===== src/rtl/change_dispenser.sv =====
`default_nettype none
// ---------------------------------------------------------------------------
// change_dispenser : greedy 20/10/5/1 coin payout with per-coin inventory
// Revision 1.0 - initial release
// ---------------------------------------------------------------------------
module change_dispenser #(
  parameter int VAL_W    = 7,
  parameter int CNT_W    = 6,
  parameter int INIT_C20 = 15,
  parameter int INIT_C10 = 15,
  parameter int INIT_C5  = 15,
  parameter int INIT_C1  = 15
) (
  input  logic             clk,
  input  logic             rst,
  input  logic             change_valid,
  input  logic [VAL_W-1:0] change_amt,
  output logic             eject_o,
  output logic [1:0]       eject_den,
  input  logic             eject_ack,
  input  logic             refill_en,
  input  logic [1:0]       refill_den,
  input  logic [CNT_W-1:0] refill_cnt,
  output logic [CNT_W-1:0] cnt_20,
  output logic [CNT_W-1:0] cnt_10,
  output logic [CNT_W-1:0] cnt_5,
  output logic [CNT_W-1:0] cnt_1,
  output logic             busy,
  output logic             done_o,
  output logic             short_o,
  output logic [VAL_W-1:0] remaining,
  output logic [1:0]       state_o
);

  typedef enum logic [1:0] {
    S_IDLE   = 2'd0,
    S_SELECT = 2'd1,
    S_EJECT  = 2'd2,
    S_FINISH = 2'd3
  } state_t;

  localparam logic [CNT_W-1:0] c_cnt_max = {CNT_W{1'b1}};

  function automatic logic [VAL_W-1:0] coin_value(input logic [1:0] code);
    case (code)
      2'd0:    return VAL_W'(1);
      2'd1:    return VAL_W'(5);
      2'd2:    return VAL_W'(10);
      default: return VAL_W'(20);
    endcase
  endfunction

  function automatic logic [CNT_W-1:0] init_count(input int idx);
    case (idx)
      0:       return CNT_W'(INIT_C1);
      1:       return CNT_W'(INIT_C5);
      2:       return CNT_W'(INIT_C10);
      default: return CNT_W'(INIT_C20);
    endcase
  endfunction

  state_t           r_state, w_next;
  logic [VAL_W-1:0] r_rem, w_rem_next;
  logic [1:0]       r_den, w_den_next;
  logic             r_eject, r_done, r_short, r_busy;
  logic [CNT_W-1:0] r_cnt [4];
  logic [CNT_W:0]   w_sum [4];
  logic [CNT_W-1:0] w_cnt_next [4];
  logic [3:0]       w_dec;
  logic             w_sel_found;
  logic [1:0]       w_sel_den;

  // Ascending scan: the last eligible hit is the largest denomination.
  always_comb begin
    w_sel_found = 1'b0;
    w_sel_den   = 2'd0;
    for (int d = 0; d < 4; d++) begin
      if (r_cnt[d] != '0 && coin_value(2'(d)) <= r_rem) begin
        w_sel_found = 1'b1;
        w_sel_den   = 2'(d);
      end
    end
  end

  always_comb begin
    w_next     = r_state;
    w_rem_next = r_rem;
    w_den_next = r_den;
    w_dec      = '0;
    case (r_state)
      S_IDLE: begin
        if (change_valid) begin
          w_rem_next = change_amt;
          w_next     = (change_amt == '0) ? S_FINISH : S_SELECT;
        end
      end
      S_SELECT: begin
        if (w_sel_found) begin
          w_next     = S_EJECT;
          w_den_next = w_sel_den;
        end else begin
          w_next = S_FINISH;
        end
      end
      S_EJECT: begin
        if (eject_ack) begin
          w_rem_next   = r_rem - coin_value(r_den);
          w_dec[r_den] = 1'b1;
          w_next       = (w_rem_next == '0) ? S_FINISH : S_SELECT;
        end
      end
      S_FINISH: w_next = S_IDLE;
      default:  w_next = S_IDLE;
    endcase
  end

  // Refill saturates first; a same-cycle payout then takes its coin off the result.
  always_comb begin
    for (int i = 0; i < 4; i++) begin
      w_sum[i] = {1'b0, r_cnt[i]};
      if (refill_en && refill_den == 2'(i))
        w_sum[i] = w_sum[i] + {1'b0, refill_cnt};
      w_cnt_next[i] = (w_sum[i][CNT_W] ? c_cnt_max : w_sum[i][CNT_W-1:0])
                      - CNT_W'(w_dec[i]);
    end
  end

  always_ff @(posedge clk) begin
    if (rst) begin
      r_state <= S_IDLE;
      r_rem   <= '0;
      r_den   <= 2'd0;
      r_eject <= 1'b0;
      r_done  <= 1'b0;
      r_short <= 1'b0;
      r_busy  <= 1'b0;
      for (int i = 0; i < 4; i++) r_cnt[i] <= init_count(i);
    end else begin
      r_state <= w_next;
      r_rem   <= w_rem_next;
      r_den   <= w_den_next;
      r_eject <= (w_next == S_EJECT);
      r_done  <= (w_next == S_FINISH);
      r_short <= (w_next == S_FINISH) && (w_rem_next != '0);
      r_busy  <= (w_next != S_IDLE);
      for (int i = 0; i < 4; i++) r_cnt[i] <= w_cnt_next[i];
    end
  end

  assign eject_o   = r_eject;
  assign eject_den = r_den;
  assign done_o    = r_done;
  assign short_o   = r_short;
  assign busy      = r_busy;
  assign remaining = r_rem;
  assign state_o   = r_state;
  assign cnt_1     = r_cnt[0];
  assign cnt_5     = r_cnt[1];
  assign cnt_10    = r_cnt[2];
  assign cnt_20    = r_cnt[3];

endmodule
`default_nettype wire


===== config.mk =====
export PLATFORM = sky130hd
export DESIGN_NAME = change_dispenser
export DESIGN_NICKNAME = d
export VERILOG_FILES = /design/src/rtl/change_dispenser.sv
export SDC_FILE = /design/constraint.sdc
export NUM_CORES = 1
export LEC_CHECK = 0
export CORE_MARGIN = 2
export CORE_UTILIZATION = 50
export CTS_BUF_LIST = sky130_fd_sc_hd__clkbuf_8
export CTS_CLUSTER_DIAMETER = 80
export DETAILED_ROUTE_END_ITERATION = 12
export GPL_TIMING_DRIVEN = 0
export PLACE_DENSITY = 0.76
export SYNTH_ARGS = -nofsm -noshare
export SYNTH_HDL_FRONTEND = slang
export SYNTH_SLANG_ARGS = --single-unit

===== constraint.sdc =====
create_clock -name clk -period 9.5 [get_ports clk]
set_clock_uncertainty 0.1 [all_clocks]
set_input_delay 2.375 -clock clk [delete_from_list [all_inputs] [get_ports clk]]
set_output_delay 2.375 -clock clk [all_outputs]
set_load 0.005 [all_outputs]

# ---- Yosys cells after proc, flatten, opt, wreduce, memory -nomap -nowiden
# Memories as Yosys holds them, arrays and structs flattened.
# Cells that the tools add are included.
dict set report op_classes {
  muxes 39
  n_shift 0
  order_cmp 6
  n_mul 0
  n_bitwise 4
  n_div 0
  n_eq_ne 10
  reduce_logical 22
  addsub 9
}
# op n
set op_table {}
lappend op_table {{$mux W7} 8}
lappend op_table {{$mux W6} 9}
lappend op_table {{$add A6 B6 Y7} 4}
lappend op_table {{$reduce_bool A6 Y1} 4}
lappend op_table {{$sub A6 B1 Y6} 4}
lappend op_table {{$pmux W5 S3} 1}
lappend op_table {{$eq A2 B2 Y1 const B} 7}
lappend op_table {{$logic_not A7 Y1} 2}
lappend op_table {{$pmux W7 S2} 1}
lappend op_table {{$mux W2} 6}
lappend op_table {{$logic_and A1 B1 Y1} 10}
lappend op_table {{$mux W1} 10}
lappend op_table {{$mux W4} 2}
lappend op_table {{$pmux W2 S4} 1}
lappend op_table {{$le A1 B7 Y1 const A} 1}
lappend op_table {{$le A3 B7 Y1 const A} 1}
lappend op_table {{$le A4 B7 Y1 const A} 1}
lappend op_table {{$le A5 B7 Y1 const A} 1}
lappend op_table {{$reduce_bool A7 Y1} 1}
lappend op_table {{$sub A7 B7 Y7} 1}
lappend op_table {{$eq A2 B1 Y1 const B} 3}
lappend op_table {{$logic_not A2 Y1} 3}
lappend op_table {{$or A1 B1 Y1} 4}
lappend op_table {{$lt A2 B3 Y1 const B} 1}
lappend op_table {{4 further kinds} 4}
dict set report word_totals {
  inputBits 20
  output_inout_bits 39
  latchBits 0
  mem_bits_ro 0
  ramBits 24
  n_memories 1
  word_cells 98
  reg_bits 15
}
# memory depth width read_ports rd_ports_with_merged_regs write_ports line
set memory_table {}
lappend memory_table {r_cnt 4 6 4 0 4 66} ;# logic [CNT_W-1:0] r_cnt [4];

# ---- Longest topological paths before layout
# Gate-level depths: netlist (run 1).
dict set report logic_depth {
  word_depth 11
  mapped_depth 15
  ltp_nobuf 15
}

# ---- Worst setup path before layout (run 1)
# OpenSTA, ideal clock, no wires.
dict set report synth_timing {
  kind {input to register}
  from {input port refill_cnt[0]}
  to {memory r_cnt[0][2]}
  arrival_time_ps 4784
  setup_slack_ps 4502
  t_required_ps 9286
  cell_stages 13
  setup_ps 114
  n_path_buf 0
  path_cell_list {ha_1 > inv_1 > fa_1 > nand2b_1 > a211oi_1 > o21ai_0 > a21oi_1 > inv_1 > and3_1 > ha_1 > ha_1 > or3_1 > a21o_1}
}
# item line
set synth_lines {}
lappend synth_lines {{start: declaration} 23} ;# input logic [CNT_W-1:0] refill_cnt,
lappend synth_lines {{end: declaration} 66}

==> impl_metrics.py, run 1 <==
metrics = {
    "route": {
        "post-route-drc-count": 0,
        "routed_wl_mm": 10.1,
        "num_vias": 3658,
        "drtIter0Drc": 257,
        "vias_per_cell": 5.91,
        "avgRoutedWirePerCell_um": 16.4,
        "ant_nets": 0,
        "drtPass1Iterations": 5,
    },
    "setup_path": {
        "crit_fanout": 5,
        "crit_chain": "clkdlybuf4s50_1 -> inv_1 -> fa_1 -> nand2b_1 -> a211oi_1 -> o21ai_0 -> a21oi_1 -> inv_1 -> and3_1 -> ha_1 -> ha_1 -> or3_1 -> a21o_1",
        "end_kind": "flip-flop",
        "critPathMaxStageDelay_ns": 0.65,
        "cp.buffers_inverters": 3,
        "critical-path-top-delay-family": "buffers and inverters",
        "crit_required_ns": 9.60,
        "worstSetupPathType": "in2reg",
        "worst_path_max_delay_cell": "clkdlybuf4s50_1",
        "cp-start-kind": "input port",
        "worstPathArrival_ns": 5.97,
    },
    "place": {
        "dpl.hpwl_mm": 7.68,
        "post-place-ws_ns": 3.35,
        "post_dp_cell_area_um2": 4290,
        "placed_cells_incl_taps": 611,
        "gp_congestion": 0.976,
        "portBuffers": 57,
    },
    "synthesis": {
        "ys_seq_area_share_pct": 21.7,
        "syn_area_um2": 3600,
        "synth.largest_area_cell": "dfxtp_1",
        "async_flop_share_pct": 0,
        "synth_top_family_by_area": "simple AND/OR/NAND/NOR gates",
        "yosys_warnings": 0,
        "synthXorXnorAreaFrac_pct": 5.84,
        "synth_cell_types": 59,
        "syn_area_per_cell_um2": 7.86,
        "ys_ff_latch": 39,
        "synth_fa_ha_area_share_pct": 15.6,
        "synthMuxAreaShare_pct": 0.834,
        "yosysMostFrequentCell": "nor2_1",
        "synth_edf_count": 0,
        "synth_compound_area_share_pct": 24.0,
        "synth_common_cells": "nor2_1 (50), dfxtp_1 (39), ha_1 (37)",
        "synth-simple-area-share_pct": 26.5,
        "ys_dominant_reg_cell": "dfxtp_1",
        "syn_nets": 520,
        "synth.area.top_cells": "dfxtp_1 (22%), ha_1 (13%), nor2_1 (5.2%)",
        "syn-instance-count": 458,
        "synth_top_area_share_pct": 21.7,
    },
    "clocking": {
        "tritoncts": "yes",
        "cts_made_buffers": 5,
        "cts_resized": 0,
        "root_buffer": "clkbuf_8",
        "cts_hold_buf": 0,
        "h-tree-depth": 2,
        "cts.path.max_buffers": 2,
        "clk_pin_slew_worst_paths_ns": 0.08,
        "cts_setup_buffers": 0,
        "cts_sinks": 39,
        "insertion_delay_ns": 0.30,
    },
    "power": {
        "ir_worst_vdd_v": 0.0000669,
        "p_per_area_nw_per_um2": 131,
        "p_leak_nw": 1.78,
    },
    "sta": {
        "slew_violations": 0,
        "fmax_mhz": 170,
        "setup_viol": 0,
        "rsz0062_at_grt": "false",
        "finalWorstSetupSlack_ns": 3.63,
        "post-route-period-util_pct": 61.8,
        "worst_pin_slew_ns": 0.649,
        "tns_ns": 0,
        "relSlewSlack_pct": 56.8,
        "finalCriticalPeriod_ns": 5.87,
        "hold_ws_ns": 0.467,
        "finalHoldViolCount": 0,
    },
    "grt": {
        "grt_overflow": 0,
        "grt_pass1_vias": 3409,
        "grt_usage_pct": 26.8,
        "grt_max_degree": 14,
        "antenna_found_initial": 0,
        "grt_pass1_wl_mm": 16.5,
    },
    "floorplanning": {
        "coreArea_um2": 6870,
        "io_pins": 59,
        "start_util_pct": 52.4,
        "die_y_um": 88.9,
        "die_area_um2": 7900,
        "die_w_um": 88.9,
        "fp-row-count": 30,
    },
    "min_path": {
        "hold_path.class": "reg2reg",
    },
    "outcome": {
        "status": "complete, no violations",
    },
    "final_layout": {
        "drive_gt1_share_pct": 5.93,
        "finalNonFillerCells": 619,
        "layout.nets": 584,
        "fin_area_um2": 4430,
        "syn2layout_area_growth_pct": 23.0,
        "antennaDiodeCount": 0,
    },
    "run": {
        "cap_violations": 0,
    },
}
-- registers in the layout, indices dropped and copies added (netlist names) --
signal	count
done_o	1
eject_den	2
r_cnt	24
busy	1
short_o	1
state_o	2
eject_o	1
remaining	7
-- worst min-delay path, stage by stage, from the launching register on --
cell     delay [ns]
dfxtp_1        0.38
nand2_1        0.08
a21oi_1        0.06
-- kinds of logic after synthesis --
family          count (synthesis)
compound gates                127
xor+xnor                       24
fa+ha+maj                      42
buf+inv                        48
flops                          39
mux                             3
simple gates                  175
-- metal layers --
layer / GRT usage (%) / share of wire [%] / vias to the layer above
met5: 0 / 0 / -
met2: 45.7 / 47 / 126
met4: 8.68 / 2.5 / 0
met3: 4.76 / 5.2 / 22
li1: - / - / 1779
met1: 34.1 / 45 / 1731
-- stage by stage --
step                utilization, %  total power, mW
detailed placement            62.5            0.409
floorplan                        -            0.335
global placement              62.5            0.405
CTS                           64.5            0.579
global route                  64.5            0.615
finish                        64.5            0.579
-- final cells by class --
cell class                      count  area [um^2]
Clock buffer                        5         68.8
Fill cell                         637         2440
Inverter                           32          120
Tap cell                           96          120
Multi-Input combinational cell    371         2620
Sequential cell                    39          781
Clock inverter                      3         67.6
Timing Repair Buffer               57          571
Buffer                             16         76.3
-- report_power, final --
group / switching (mW) / internal, mW
clock: 0.0647 / 0.105
combinational: 0.113 / 0.102
sequential: 0.0190 / 0.176
-- final timing paths --
kind	start	endpoint	slack, ns	cells after the start
hold reg to reg	eject_den[0]$_SDFFE_PP0P_	eject_den[0]$_SDFFE_PP0P_	0.47	2
hold / removal	eject_den[0]$_SDFFE_PP0P_	eject_den[0]$_SDFFE_PP0P_	0.47	2
setup / recovery	refill_cnt[1]	r_cnt[0][2]$_SDFF_PP1_	3.63	13
setup reg to reg	r_cnt[0][0]$_SDFF_PP1_	r_cnt[0][2]$_SDFF_PP1_	6.06	13
-- cell usage in the layout (no fill, tap or decap), types with 10 or more instances in the layout --
cell type	n
ha_1	37
o21ai_0	30
nand2_1	27
dfxtp_1	39
nor2b_1	10
nand2b_1	15
a211oi_1	16
xnor2_1	16
nor3_1	10
clkdlybuf4s50_1	57
inv_1	32
clkbuf_1	11
nor2_1	50
a21oi_1	27
Power figures use the tool's default switching activity.
==> run 2: changes to the inputs <==
==> constraint.sdc (replaced) <==
create_clock -name clk -period 5.5 [get_ports clk]
set_clock_uncertainty 0.1 [all_clocks]
set_input_delay 1.375 -clock clk [delete_from_list [all_inputs] [get_ports clk]]
set_output_delay 1.375 -clock clk [all_outputs]
set_load 0.005 [all_outputs]
==> results of run 2 <==
The final DEF is identical to that of run 1. Status: complete, no violations.
Among the figures that moved: setup slack after placement 3.35 ns -> 0.349 ns; setup slack after layout 3.63 ns -> 0.631 ns; register-to-register setup slack 6.06 ns -> 2.06 ns; total power 0.579 mW -> 1.00 mW; worst IR drop on VDD 0.0000669 V -> 0.000115 V
